## src/rtl/syn_fft_but_sched.sv

```systemverilog
// Butterfly scheduler for an in-place radix-2 FFT: issues sample reads per stage,
// bounds in-flight butterflies and steers the two results of each back to memory.
module syn_fft_but_sched #(
  parameter int N_LOG2  = 7,
  parameter int MAX_OUT = 4
) (
  input  logic              clk_ir,
  input  logic              rst_il,
  input  logic              start_i,
  output logic              busy_o,
  output logic              done_o,
  output logic [N_LOG2-1:0] stage_o,
  output logic              rd_en_o,
  output logic [N_LOG2-1:0] rd_addr_a_o,
  output logic [N_LOG2-1:0] rd_addr_b_o,
  output logic [N_LOG2-2:0] twdl_addr_o,
  output logic              but_sample_rdy_o,
  input  logic              but_res_rdy_i,
  output logic              wr_en_o,
  output logic [N_LOG2-1:0] wr_addr_o,
  input  logic              bffr_ovrflw_i,
  input  logic              bffr_underflw_i,
  output logic [2:0]        err_o
);

  localparam logic [N_LOG2-1:0] HALF_N  = N_LOG2'(1 << (N_LOG2 - 1));
  localparam logic [N_LOG2-1:0] LAST_K  = N_LOG2'((1 << (N_LOG2 - 1)) - 1);
  localparam logic [N_LOG2-1:0] LAST_S  = N_LOG2'(N_LOG2 - 1);
  localparam logic [3:0]        MAX_CNT = 4'(MAX_OUT);

  typedef enum logic [1:0] {IDLE, ISSUE, DRAIN, DONE} state_t;

  state_t            state_reg, state_next;
  logic [N_LOG2-1:0] stage_reg, stage_next;
  logic [N_LOG2-1:0] k_reg, k_next;
  logic [N_LOG2-1:0] j_reg, j_next;
  logic              t_reg, t_next;
  logic [3:0]        out_reg, out_next;
  logic [2:0]        err_reg, err_next;
  logic              sample_rdy_reg;

  logic       issue;
  logic       wb_ok;
  logic       retire;
  logic       err_clr;
  logic [2:0] err_set;

  // a = block base (k>>s)*2*half plus position inside the block
  function automatic logic [N_LOG2-1:0] addr_a(input logic [N_LOG2-1:0] s,
                                               input logic [N_LOG2-1:0] k);
    logic [N_LOG2-1:0] half;
    half = N_LOG2'(1) << s;
    return (((k >> s) << s) << 1) | (k & (half - 1'b1));
  endfunction

  function automatic logic [N_LOG2-1:0] addr_b(input logic [N_LOG2-1:0] s,
                                               input logic [N_LOG2-1:0] k);
    return addr_a(s, k) + (N_LOG2'(1) << s);
  endfunction

  function automatic logic [N_LOG2-2:0] addr_tw(input logic [N_LOG2-1:0] s,
                                                input logic [N_LOG2-1:0] k);
    logic [N_LOG2-1:0] pos;
    pos = k & ((N_LOG2'(1) << s) - 1'b1);
    return (N_LOG2-1)'(pos << (LAST_S - s));
  endfunction

  assign issue   = (state_reg == ISSUE) && (out_reg < MAX_CNT);
  assign wb_ok   = but_res_rdy_i && (state_reg != IDLE) && (out_reg != 4'd0);
  assign retire  = wb_ok && t_reg;
  assign err_clr = (state_reg == IDLE) && start_i;
  assign err_set = {but_res_rdy_i && !wb_ok, bffr_underflw_i, bffr_ovrflw_i};

  generate
    for (genvar gi = 0; gi < 3; gi++) begin : g_err
      assign err_next[gi] = err_clr ? 1'b0 : (err_reg[gi] | err_set[gi]);
    end
  endgenerate

  always_comb begin
    state_next = state_reg;
    stage_next = stage_reg;
    k_next     = k_reg;
    j_next     = j_reg;
    t_next     = t_reg;
    out_next   = out_reg + {3'b000, issue} - {3'b000, retire};

    // results retire strictly in issue order: a' then b' of butterfly j
    if (wb_ok) begin
      t_next = ~t_reg;
      if (t_reg) j_next = j_reg + 1'b1;
    end

    case (state_reg)
      IDLE: begin
        if (start_i) begin
          state_next = ISSUE;
          stage_next = '0;
          k_next     = '0;
          j_next     = '0;
          t_next     = 1'b0;
          out_next   = '0;
        end
      end
      ISSUE: begin
        if (issue) begin
          k_next = k_reg + 1'b1;
          if (k_reg == LAST_K) state_next = DRAIN;
        end
      end
      DRAIN: begin
        if (out_reg == 4'd0 && j_reg == HALF_N) begin
          if (stage_reg == LAST_S) begin
            state_next = DONE;
          end else begin
            state_next = ISSUE;
            stage_next = stage_reg + 1'b1;
            k_next     = '0;
            j_next     = '0;
          end
        end
      end
      DONE:    state_next = IDLE;
      default: state_next = IDLE;
    endcase
  end

  always_ff @(posedge clk_ir or negedge rst_il) begin
    if (!rst_il) begin
      state_reg      <= IDLE;
      stage_reg      <= '0;
      k_reg          <= '0;
      j_reg          <= '0;
      t_reg          <= 1'b0;
      out_reg        <= '0;
      err_reg        <= '0;
      sample_rdy_reg <= 1'b0;
    end else begin
      state_reg      <= state_next;
      stage_reg      <= stage_next;
      k_reg          <= k_next;
      j_reg          <= j_next;
      t_reg          <= t_next;
      out_reg        <= out_next;
      err_reg        <= err_next;
      sample_rdy_reg <= issue;
    end
  end

  // addresses are zeroed when their strobe is low so idle outputs read as 0
  assign rd_en_o          = issue;
  assign rd_addr_a_o      = issue ? addr_a(stage_reg, k_reg) : '0;
  assign rd_addr_b_o      = issue ? addr_b(stage_reg, k_reg) : '0;
  assign twdl_addr_o      = issue ? addr_tw(stage_reg, k_reg) : '0;
  assign but_sample_rdy_o = sample_rdy_reg;
  assign wr_en_o          = wb_ok;
  assign wr_addr_o        = !wb_ok ? '0 :
                            (t_reg ? addr_b(stage_reg, j_reg) : addr_a(stage_reg, j_reg));
  assign busy_o           = (state_reg == ISSUE) || (state_reg == DRAIN);
  assign done_o           = (state_reg == DONE);
  assign stage_o          = stage_reg;
  assign err_o            = err_reg;

endmodule

```

## config.mk

```make
export PLATFORM = sky130hd
export DESIGN_NAME = syn_fft_but_sched
export DESIGN_NICKNAME = d
export VERILOG_FILES = /design/src/rtl/syn_fft_but_sched.sv
export SDC_FILE = /design/constraint.sdc
export NUM_CORES = 1
export LEC_CHECK = 0
export ABC_AREA = 1
export BUFFER_PORTS_ARGS = -buffer_cell sky130_fd_sc_hd__buf_2
export CAP_MARGIN = 10
export CORE_MARGIN = 2
export CORE_UTILIZATION = 41
export DETAILED_ROUTE_END_ITERATION = 16
export RECOVER_POWER = 100
export SYNTH_ARGS = -nofsm -noshare
export SYNTH_HDL_FRONTEND = slang
export SYNTH_SLANG_ARGS = --single-unit
export TNS_END_PERCENT = 10
```

## constraint.sdc

```tcl
create_clock -name clk_ir -period 3.95 [get_ports clk_ir]
set_input_delay 0.1975 -clock clk_ir [delete_from_list [all_inputs] [get_ports clk_ir]]
set_output_delay 0.1975 -clock clk_ir [all_outputs]
set_load 0.03 [all_outputs]
```

After elaboration in Yosys (flattened, before gate mapping)
Index checks and enable logic that the tools add are counted.
{ "word_totals": {"out_inout_bits": 42, "elab_cells": 94, "inputBits": 6, "reg_bits": 32} }
{ "classes": {"n_reduce_logical": 18, "magnitude_cmp": 1, "shifts": 6, "bitwise": 8, "addsub": 9, "n_eq_ne": 11, "mux": 33} }
{ "ops": {"columns": ["operator", "count"], "rows": [
  ["7-bit 2-to-1 mux", 15],
  ["7-bit one-hot mux with 2 select lines", 2],
  ["7-bit by 1-bit adder with 7-bit output (second input constant)", 3],
  ["7-bit one-hot mux with 3 select lines", 1],
  ["7-bit by 7-bit << shifter with 6-bit output", 3],
  ["7-bit adder", 2],
  ["7-bit AND", 2],
  ["7-bit OR", 2],
  ["7-bit by 7-bit >> shifter with 7-bit output", 2],
  ["2-bit 2-to-1 mux", 5],
  ["4-bit 2-to-1 mux", 2],
  ["2-bit inequality test (second input constant)", 4],
  ["2-bit one-hot mux with 4 select lines", 1],
  ["4-bit AND reduction", 2],
  ["7-bit by 3-bit equality test with 1-bit output (second input constant)", 1],
  ["7-bit by 6-bit equality test with 1-bit output (second input constant)", 1],
  ["7-bit equality test (second input constant)", 1],
  ["1-bit logical AND", 7],
  ["1-bit by 7-bit << shifter with 7-bit output (first input constant)", 1],
  ["3-bit by 7-bit subtractor with 7-bit output (first input constant)", 1],
  ["7-bit by 1-bit subtractor with 7-bit output (second input constant)", 1],
  ["1-bit 2-to-1 mux", 6],
  ["6-bit 2-to-1 mux", 1],
  ["5-bit AND reduction", 1],
  ["other kinds (15)", 19]
]} }

Depth between registers and ports, before layout
Gate-level depths: netlist (run 1).
{ "logic_depth": {"ltp_word": 7, "depth_mapped": 25, "mapped_depth_nobuf": 25} }

Worst setup path before layout (run 1)
Ideal clock, no wire load.
{ "synth_path": {"kind": "register to output", "from": "register stage_reg[4] (netlist: stage_o[4])", "to": "output port rd_addr_b_o[6]", "slack_ns": 0.224, "path_buffers": 0, "t_required_ns": 3.753, "t_arrival_ns": 3.529, "path_stages_with_launch": 24, "path_cell_list": "dfrtp_1 nor2_4 nand3_4 nor2_1 inv_1 nor2_1 inv_1 ha_1 inv_1 nand2_1 nand2_1 inv_1 fa_1 inv_1 nand3_1 nand2_1 nand2_1 nand2_1 a21oi_1 inv_1 nand2_1 nand2_1 nand4_1 a21oi_1"} }
{ "synth_via": {"elab_chain_len": 6, "elab_cells_between_ends": 8, "classes_between": "add/sub: 2; shift: 3; mux: 1; bitwise: 2"} }
{ "synth_rtl": {"columns": ["element", "line_no", "source"], "rows": [
  ["start, declared", "34", "logic [N_LOG2-1:0] stage_reg, stage_next;"],
  ["start signal, assigned", "140", "stage_reg <= stage_next;"],
  ["1-bit by 7-bit << shifter with 7-bit output", "52, 58", null],
  ["7-bit by 1-bit subtractor with 7-bit output", "53", "return (((k >> s) << s) << 1) | (k & (half - 1'b1));"],
  ["7-bit AND", "53", null],
  ["7-bit OR", "53", null],
  ["7-bit adder *", "58", "return addr_a(s, k) + (N_LOG2'(1) << s);"],
  ["7-bit 2-to-1 mux *", "153", "assign rd_addr_b_o = issue ? addr_b(stage_reg, k_reg) : '0;"],
  ["end, declared", "15", "output logic [N_LOG2-1:0] rd_addr_b_o,"]
]} }
Every way passes the cells marked *; elsewhere a longest branch is shown, timed or not.

Worst setup path after layout (run 1)
Ends and elaborated chain as after synthesis.

==> summary.md, run 1 <==
| Metric | Value |
|---|---|
| Critical Path Sink Type | `output port` |
| Power Density | `542.4 mW/mm²` |
| Placed insts | `725` |
| Worst Path Arrival | `3500 ps` |
| Residual DRC | `0` |
| Worst-path cell chain | `nor2_4, nand2_4, inv_2, nand2_2, nor2_4, inv_2, ha_1, inv_1, nand2_1, nand2_1, inv_1, fa_1, inv_1, nand3_1, nand2_1, nand2_1, nand2_1, a21oi_1, inv_1, nand2_1, nand2_1, nand4_1, a21oi_2, buf_4` |
| Max VDD drop | `519.1 µV` |
| Routability-driven placement congestion ratio | `0.9665` |
| P_leak | `2.307 nW` |
| Layout cells sized above 1 | `16.03%` |
| Initial drt markers | `271` |
| Post-synth top flop | `dfrtp_1` |
| Crit path kind | `flop to output port` |
| Routed vias | `3973` |
| Clk_lat worst skew | `280 ps` |
| Seq/Total Area, Yosys | `21.96%` |
| Die width | `98.30 µm` |
| WL final | `11.16 mm` |
| Worst EP required | `3750 ps` |
| Final setup violation count | `0` |
| WP buf/inv | `7` |
| Synth Warn # | `0` |
| Deepest clock path buffer count | `2` |
| Final Cell Area | `0.004187 mm²` |
| Clock Skews | `6.415 ps` |
| Clock sink count | `32` |
| Max Fclk | `270.4 MHz` |
| GRT overflow | `0` |
| Vias in the first global route | `3736` |
| Nets | `664` |
| Die Y | `98.30 µm` |
| Violated checks | `capacitance limit, slew limit` |
| Pre-antenna DRT Iters | `6` |
| HPWL Detailed | `8.710 mm` |
| # H-tree levels | `2` |
| Quantity of I/O buffers inserted on ports | `47` |
| Mean Syn Cell Area | `6.319 µm²` |
| Critical path fanouts, max | `6` |
| Worst path max stage delay | `450 ps` |
| Total track usage | `23.57%` |
| Die ar. | `0.009663 mm²` |
| Post-DP Area | `0.003991 mm²` |
| # IOs | `48` |
| Initial antenna violation count | `0` |
| Post-synth EDFFs | `0` |
| Syn Std Cell Area | `0.003646 mm²` |
| Tightest Pin Transition | `1806 ps` |
| Post-synthesis cell type count | `43` |
| Seq cells post-synth | `32` |
| Pre-CTS setup slack | `316.9 ps` |
| Clk slew on worst S/H paths | `70 ps` |
| Setup crit start kind | `flop` |
| Final Instance Count excl. Fillers | `738` |
| RSZ-0062 raised after global routing | `yes` |
| CTS tree | `built` |
| CTS root buf | `clkbuf_8` |
| Row count | `34` |
| Largest delay share family, worst path | `simple AND/OR/NAND/NOR gates` |
| Max-slew violation count | `33` |
| Largest net degree at the start of global routing | `33` |
| Top post-synthesis cells by count | `nand2_1, inv_1, nand3_1, nor2_1, o21ai_0` |
| First-pass GRT wire length | `18.53 mm` |
| Share of the synthesized area in the top cell type | `21.96%` |
| Initial Util | `42.01%` |
| MaxCap Viol Count | `1` |
| Most used cell, CP | `nand2_1` |
| Final Cycle Share | `93.64%` |
| Tmin final | `3699 ps` |
| Fill cell count | `941` |
| Post-DRT Antenna Nets | `0` |
| Core Box Area | `0.008678 mm²` |
| Most common cell in the netlist | `nand2_1` |
| Vias per cell | `5.383` |
| Crit path max-delay cell type | `dfrtp_1` |
| Routed len/inst | `15.12 µm` |
| Layout area overhead | `14.83%` |
| TritonCTS buffer count | `5` |
| Ys async rst share | `100.0%` |
| Max-slew headroom | `-20.42%` |
| Final worst slack | `251.1 ps` |
| Setup_tns | `0 ps` |
| Min-Delay Path Class | `primary input to flop` |
| Largest cells by area after synthesis | `dfrtp_1, nand2_1, ha_1` |
| Antenna diodes | `0` |
| Post-synth top area cell | `dfrtp_1` |
| Post-Synthesis Cells | `577` |
| Status | `finished, violations left` |
| Final Hold Viols | `0` |
## worst min-delay path: cells and delay by family
family,cells,cell delay [ps]
AND/OR/NAND/NOR,2,110
buffers and inverters,1,80
## report_power, final
part           leakage, nW  internal [mW]  switching (mW)
Clock               0.0645          0.223           0.128
Combinational         1.82          0.430            1.02
Sequential           0.423          0.400          0.0696
Total                 2.31           1.05            1.22
## repair_timing
| item | in CTS | in global routing |
|---|---|---|
| setup endpoints to repair | 1 | 4 |
| setup buffers | 0 | 5 |
| hold endpoints to repair | 0 | 0 |
| hold buffers | 0 | 0 |
| pin swaps | 0 | 5 |
| gates resized for setup | 1 | 13 |
## per-layer routing
layer	vias to the layer above	share of wire [%]	GRT usage (%)
met3	13	6.3	3.293
met5	-	0	0
li1	1993	-	-
met4	0	1.5	6.322
met1	1811	46	32.30
met2	156	46	39.09
## stage by stage
| step | total power [mW] | util (%) | hold slack [ps] |
|---|---|---|---|
| 2_1_floorplan | 1.514 | - | -98.09 |
| 3_3_place_gp | 1.860 | 45.99 | 316.0 |
| 3_5_place_dp | 1.884 | 45.99 | 320.7 |
| 4_1_cts | 2.255 | 47.51 | 12.07 |
| 5_1_grt | 2.486 | 48.24 | 140.0 |
| 6_report | 2.271 | 48.24 | 143.9 |
## layout by cell type, fill, tap and decap left out, drive strengths merged
cell type  instances
a31oi              2
o31ai              1
a21o               2
a21oi             28
conb               2
o2111ai            1
nand3b             1
inv               87
a211oi             2
xor2              11
o211ai             3
fa                 3
or2                2
nand3             56
nor2              56
buf               53
o22ai              2
nor3b              1
o32ai              1
o21bai             1
nor3              10
nand4             30
ha                26
a21boi             1
clkbuf            16
nand2            157
dfrtp             32
bufinv             1
o21ai             42
## kinds of logic (layout without fill, tap and decap cells)
family	after synthesis	in the layout	share of synthesized area, %
buffers and inverters	105	157	11.81
xor gates and xnor gates	11	11	2.848
other	1	2	0.1029
and+or+nand+nor	313	313	39.09
DFF	32	32	21.96
adders and majority gates	29	29	10.57
AOI/OAI and AO/OA	86	86	13.62
## path summary, 6_finish.rpt
| check | startpoint | end | slack [ps] | cells past startpoint |
|---|---|---|---|---|
| worst max-delay path | stage_o[4] | rd_addr_b_o[6] | 250 | 24 |
| worst min-delay path | bffr_underflw_i | err_o[1] | 140 | 3 |
| worst max register to register | out_reg[2] | out_reg[2] | 1240 | 14 |
| worst min register to register | err_o[2] | err_o[2] | 510 | 2 |
| max in group asynchronous | rst_il | stage_o[5] | 2390 | 1 |
| min in group asynchronous | rst_il | stage_o[5] | 390 | 1 |
## final cells by class
class / count / area [µm²] / share of cell area (%)
multi-input cells: 441 / 2450 / 58.52
well taps: 108 / 135.1 / 3.228
flip-flops and latches: 32 / 802.0 / 19.16
clock buffers: 7 / 96.34 / 2.301
inverters: 87 / 326.6 / 7.800
clock inverters: 1 / 30.03 / 0.7173
repair buffers: 62 / 346.6 / 8.279
No activity file was read; power rests on OpenSTA's default activity.
==> run 2, diff against run 1 <==
ABC_AREA = not set   (was 1)
==> run 2 against run 1 <==
  * Sequential power increased by 35%
  * Critical path depth fell by 10
  * Die area decreased by 7.2%
  * The flow still finishes with violations (capacitance limit, slew limit)
  * Sequential cell count stayed put
  * Critical endpoint is now wr_addr_o[6]
  * Largest cell class unchanged
==> summary.md, run 2 <==
| Metric | Value |
|---|---|
| Clock sink count | `32 (unchanged)` |
| WP buf/inv | `1 (was 7)` |
| Largest net degree at the start of global routing | `33 (unchanged)` |
| Quantity of I/O buffers inserted on ports | `47 (unchanged)` |
| Syn Std Cell Area | `0.003372 mm² (was 0.003646 mm²)` |
| MaxCap Viol Count | `1 (unchanged)` |
| Pwr Total | `2.226 mW (was 2.271 mW)` |
| Post-synthesis cell type count | `63 (was 43)` |
| Met1 usage | `34.29% (was 32.30%)` |
| Post-synth top area cell | `dfrtp_1 (unchanged)` |
| Pre-antenna DRT Iters | `5 (was 6)` |
| Mean Syn Cell Area | `7.681 µm² (was 6.319 µm²)` |
| Post-synth top flop | `dfrtp_1 (unchanged)` |
| Max Fclk | `264.3 MHz (was 270.4 MHz)` |
| TritonCTS buffer count | `5 (unchanged)` |
| Crit path kind | `flop to output port (unchanged)` |
| Seq cells post-synth | `32 (unchanged)` |
| Vias per cell | `5.809 (was 5.383)` |
| Routed vias | `3468 (was 3973)` |
| R2R Setup Slk | `950 ps (was 1240 ps)` |
| Initial Util | `41.67% (was 42.01%)` |
| Clock Skews | `4.578 ps (was 6.415 ps)` |
| Die width | `94.69 µm (was 98.30 µm)` |
| Clk_lat worst skew | `280 ps (about the same)` |
| Die ar. | `0.008966 mm² (was 0.009663 mm²)` |
| WL final | `10.32 mm (was 11.16 mm)` |
| Final Instance Count excl. Fillers | `597 (was 738)` |
| Antenna diodes | `0 (unchanged)` |
| Worst EP required | `3750 ps (about the same)` |
| Final Cycle Share | `95.79% (was 93.64%)` |
| Share of the synthesized area in the top cell type | `23.75% (was 21.96%)` |
| Critical path fanouts, max | `4 (was 6)` |
| Max-slew headroom | `-16.68% (was -20.42%)` |
| Worst path max stage delay | `440 ps (was 450 ps)` |
| Max VDD drop | `310.8 µV (was 519.1 µV)` |
| Most frequent cells in the layout | `nor2_1, nand2_1, dfrtp_1, inv_1, buf_2 (was nand2_1, inv_1, nand3_1, nor2_1, buf_2)` |
| Final setup violation count | `0 (unchanged)` |
| Routability-driven placement congestion ratio | `0.9497 (was 0.9665)` |
| GR peak layer | `met2 (unchanged)` |
| Crit path max-delay cell type | `or4_1 (was dfrtp_1)` |
| Post-DRT Antenna Nets | `0 (unchanged)` |
| Post-Synthesis Cells | `439 (was 577)` |
| First-pass GRT wire length | `16.75 mm (was 18.53 mm)` |
| Final worst slack | `166.2 ps (was 251.1 ps)` |
| Tmin final | `3784 ps (was 3699 ps)` |
| GRT overflow | `0 (unchanged)` |
| Fill cell count | `833 (was 941)` |
| Met2 Usage GRT | `36.41% (was 39.09%)` |
| # H-tree levels | `2 (unchanged)` |
| Ys async rst share | `100.0% (unchanged)` |
| Largest cells by area after synthesis | `dfrtp_1, ha_1, nor2_1 (was dfrtp_1, nand2_1, ha_1)` |
| Nets | `526 (was 664)` |
| Final Hold Viols | `0 (unchanged)` |
| Critical Path Sink Type | `output port (unchanged)` |
| Synth Warn # | `0 (unchanged)` |
| Post-synth EDFFs | `0 (unchanged)` |
| Pre-CTS setup slack | `259.1 ps (was 316.9 ps)` |
| HPWL Detailed | `8.066 mm (was 8.710 mm)` |
| Status | `finished, violations left (unchanged)` |
| CTS tree | `built (unchanged)` |
| Layout area overhead | `18.52% (was 14.83%)` |
| Met3 Resource Use GR | `3.990% (was 3.293%)` |
| CTS root buf | `clkbuf_8 (unchanged)` |
| Vias in the first global route | `3303 (was 3736)` |
| Total track usage | `23.79% (was 23.57%)` |
| Max-slew violation count | `33 (unchanged)` |
| Core Box Area | `0.008093 mm² (was 0.008678 mm²)` |
| Min-Delay Path Class | `primary input to flop (unchanged)` |
| P_leak | `1.737 nW (was 2.307 nW)` |
| Routed len/inst | `17.29 µm (was 15.12 µm)` |
| Tightest Pin Transition | `1750 ps (was 1806 ps)` |
| Seq/Total Area, Yosys | `23.75% (was 21.96%)` |
| Setup crit start kind | `flop (unchanged)` |
| Most common cell in the netlist | `nor2_1 (was nand2_1)` |
| Clk slew on worst S/H paths | `70 ps (about the same)` |
| Top post-synthesis cells by count | `nor2_1, nand2_1, dfrtp_1, inv_1, a21oi_1 (was nand2_1, inv_1, nand3_1, nor2_1, o21ai_0)` |
| Row count | `33 (was 34)` |
| Initial drt markers | `196 (was 271)` |
| Power Density | `557.0 mW/mm² (was 542.4 mW/mm²)` |
| Layout cells sized above 1 | `19.92% (was 16.03%)` |
| Initial antenna violation count | `0 (unchanged)` |
| Worst-path cell chain | `or3_4, nor3_4, nand3_2, ha_2, mux2i_2, a22o_1, ha_1, o21ai_0, a21oi_1, o21a_1, or4_1, nand3_1, nor3b_4, buf_4 (was nor2_4, nand2_4, inv_2, nand2_2, nor2_4, inv_2, ha_1, inv_1, nand2_1, nand2_1, inv_1, fa_1, inv_1, nand3_1, nand2_1, nand2_1, nand2_1, a21oi_1, inv_1, nand2_1, nand2_1, nand4_1, a21oi_2, buf_4)` |
| Residual DRC | `0 (unchanged)` |
| Setup_tns | `0 ps (unchanged)` |
| Deepest clock path buffer count | `2 (unchanged)` |
| # IOs | `48 (unchanged)` |
| Violated checks | `capacitance limit, slew limit (unchanged)` |
| Placed insts | `586 (was 725)` |
| Die Y | `94.69 µm (was 98.30 µm)` |
| Hold WS | `139.0 ps (was 143.9 ps)` |
| Worst Path Arrival | `3590 ps (was 3500 ps)` |
| Largest delay share family, worst path | `simple AND/OR/NAND/NOR gates (unchanged)` |
==> run 2: cell count changes after synthesis, moves of 10 or more <==
cell	before	now
xnor2_1	0	13
mux2i_1	0	11
nand2b_1	0	10
nand4_1	30	7
clkbuf_1	3	18
inv_1	79	28
o21ai_0	33	18
nand2_1	151	40
nand3_1	55	21
and2_1	0	10
==> run 2: what timing repair did <==
action / CTS / global route
setup endpoints to repair: 1 / 3
buffers inserted: 0 / 2
pin swaps: 0 / 1
hold endpoints to repair: 9 / 0
hold buffers: 1 / 0
resized for setup: 2 / 23
==> run 2: routing by layer <==
metal	up-vias	share of wire [%]	wire [µm]
met5	-	0	0
li1	1680	-	-
met2	124	45	4630
met1	1643	46	4728
met4	0	2.7	279
met3	21	6.6	683
==> run 2: layout make-up <==
type | count | area (µm²) | share of cell area (%)
sequential | 32 | 809.5 | 20.26
clock inverter | 1 | 5.005 | 0.1252
timing repair buffer | 71 | 401.6 | 10.05
clock buffer | 7 | 76.32 | 1.910
inverter | 29 | 108.9 | 2.724
multi-input combinational | 352 | 2464 | 61.65
tap | 105 | 131.4 | 3.287
==> run 2: metrics by stage <==
stage	cell area [µm²]	utilization [%]
floorplan	3415	-
global placement	3821	47.22
detailed placement	3821	47.22
CTS	3918	48.41
global route	3996	49.38
finish	3996	49.38
==> run 2: logic make-up (layout without fill, tap and decap cells) <==
logic type | Yosys count | after routing | synth area share [%]
other | 1 | 2 | 0.1112
buffers and inverters | 56 | 108 | 6.641
AOI/OAI and AO/OA | 110 | 110 | 21.86
DFF | 32 | 32 | 23.75
muxes | 12 | 12 | 3.599
xor gates and xnor gates | 17 | 17 | 4.416
and+or+nand+nor | 182 | 182 | 28.20
adders and majority gates | 29 | 29 | 11.43
==> run 2: where the power goes <==
group	internal [mW]	total (mW)	switching (mW)	leakage, nW
Clock	0.123	0.238	0.115	0.0422
Combinational	0.522	1.35	0.830	1.33
Sequential	0.439	0.636	0.197	0.365
Total	1.08	2.23	1.14	1.74
==> run 2: worst paths after layout <==
path	from	endpoint	cells after the start
worst max-delay path	stage_o[4]	wr_addr_o[6]	14
worst min-delay path	bffr_ovrflw_i	err_o[0]	2
worst max register to register	out_reg[2]	out_reg[2]	12
worst min register to register	err_o[0]	err_o[0]	1
max in group asynchronous	rst_il	stage_o[0]	2
min in group asynchronous	rst_il	stage_o[2]	2
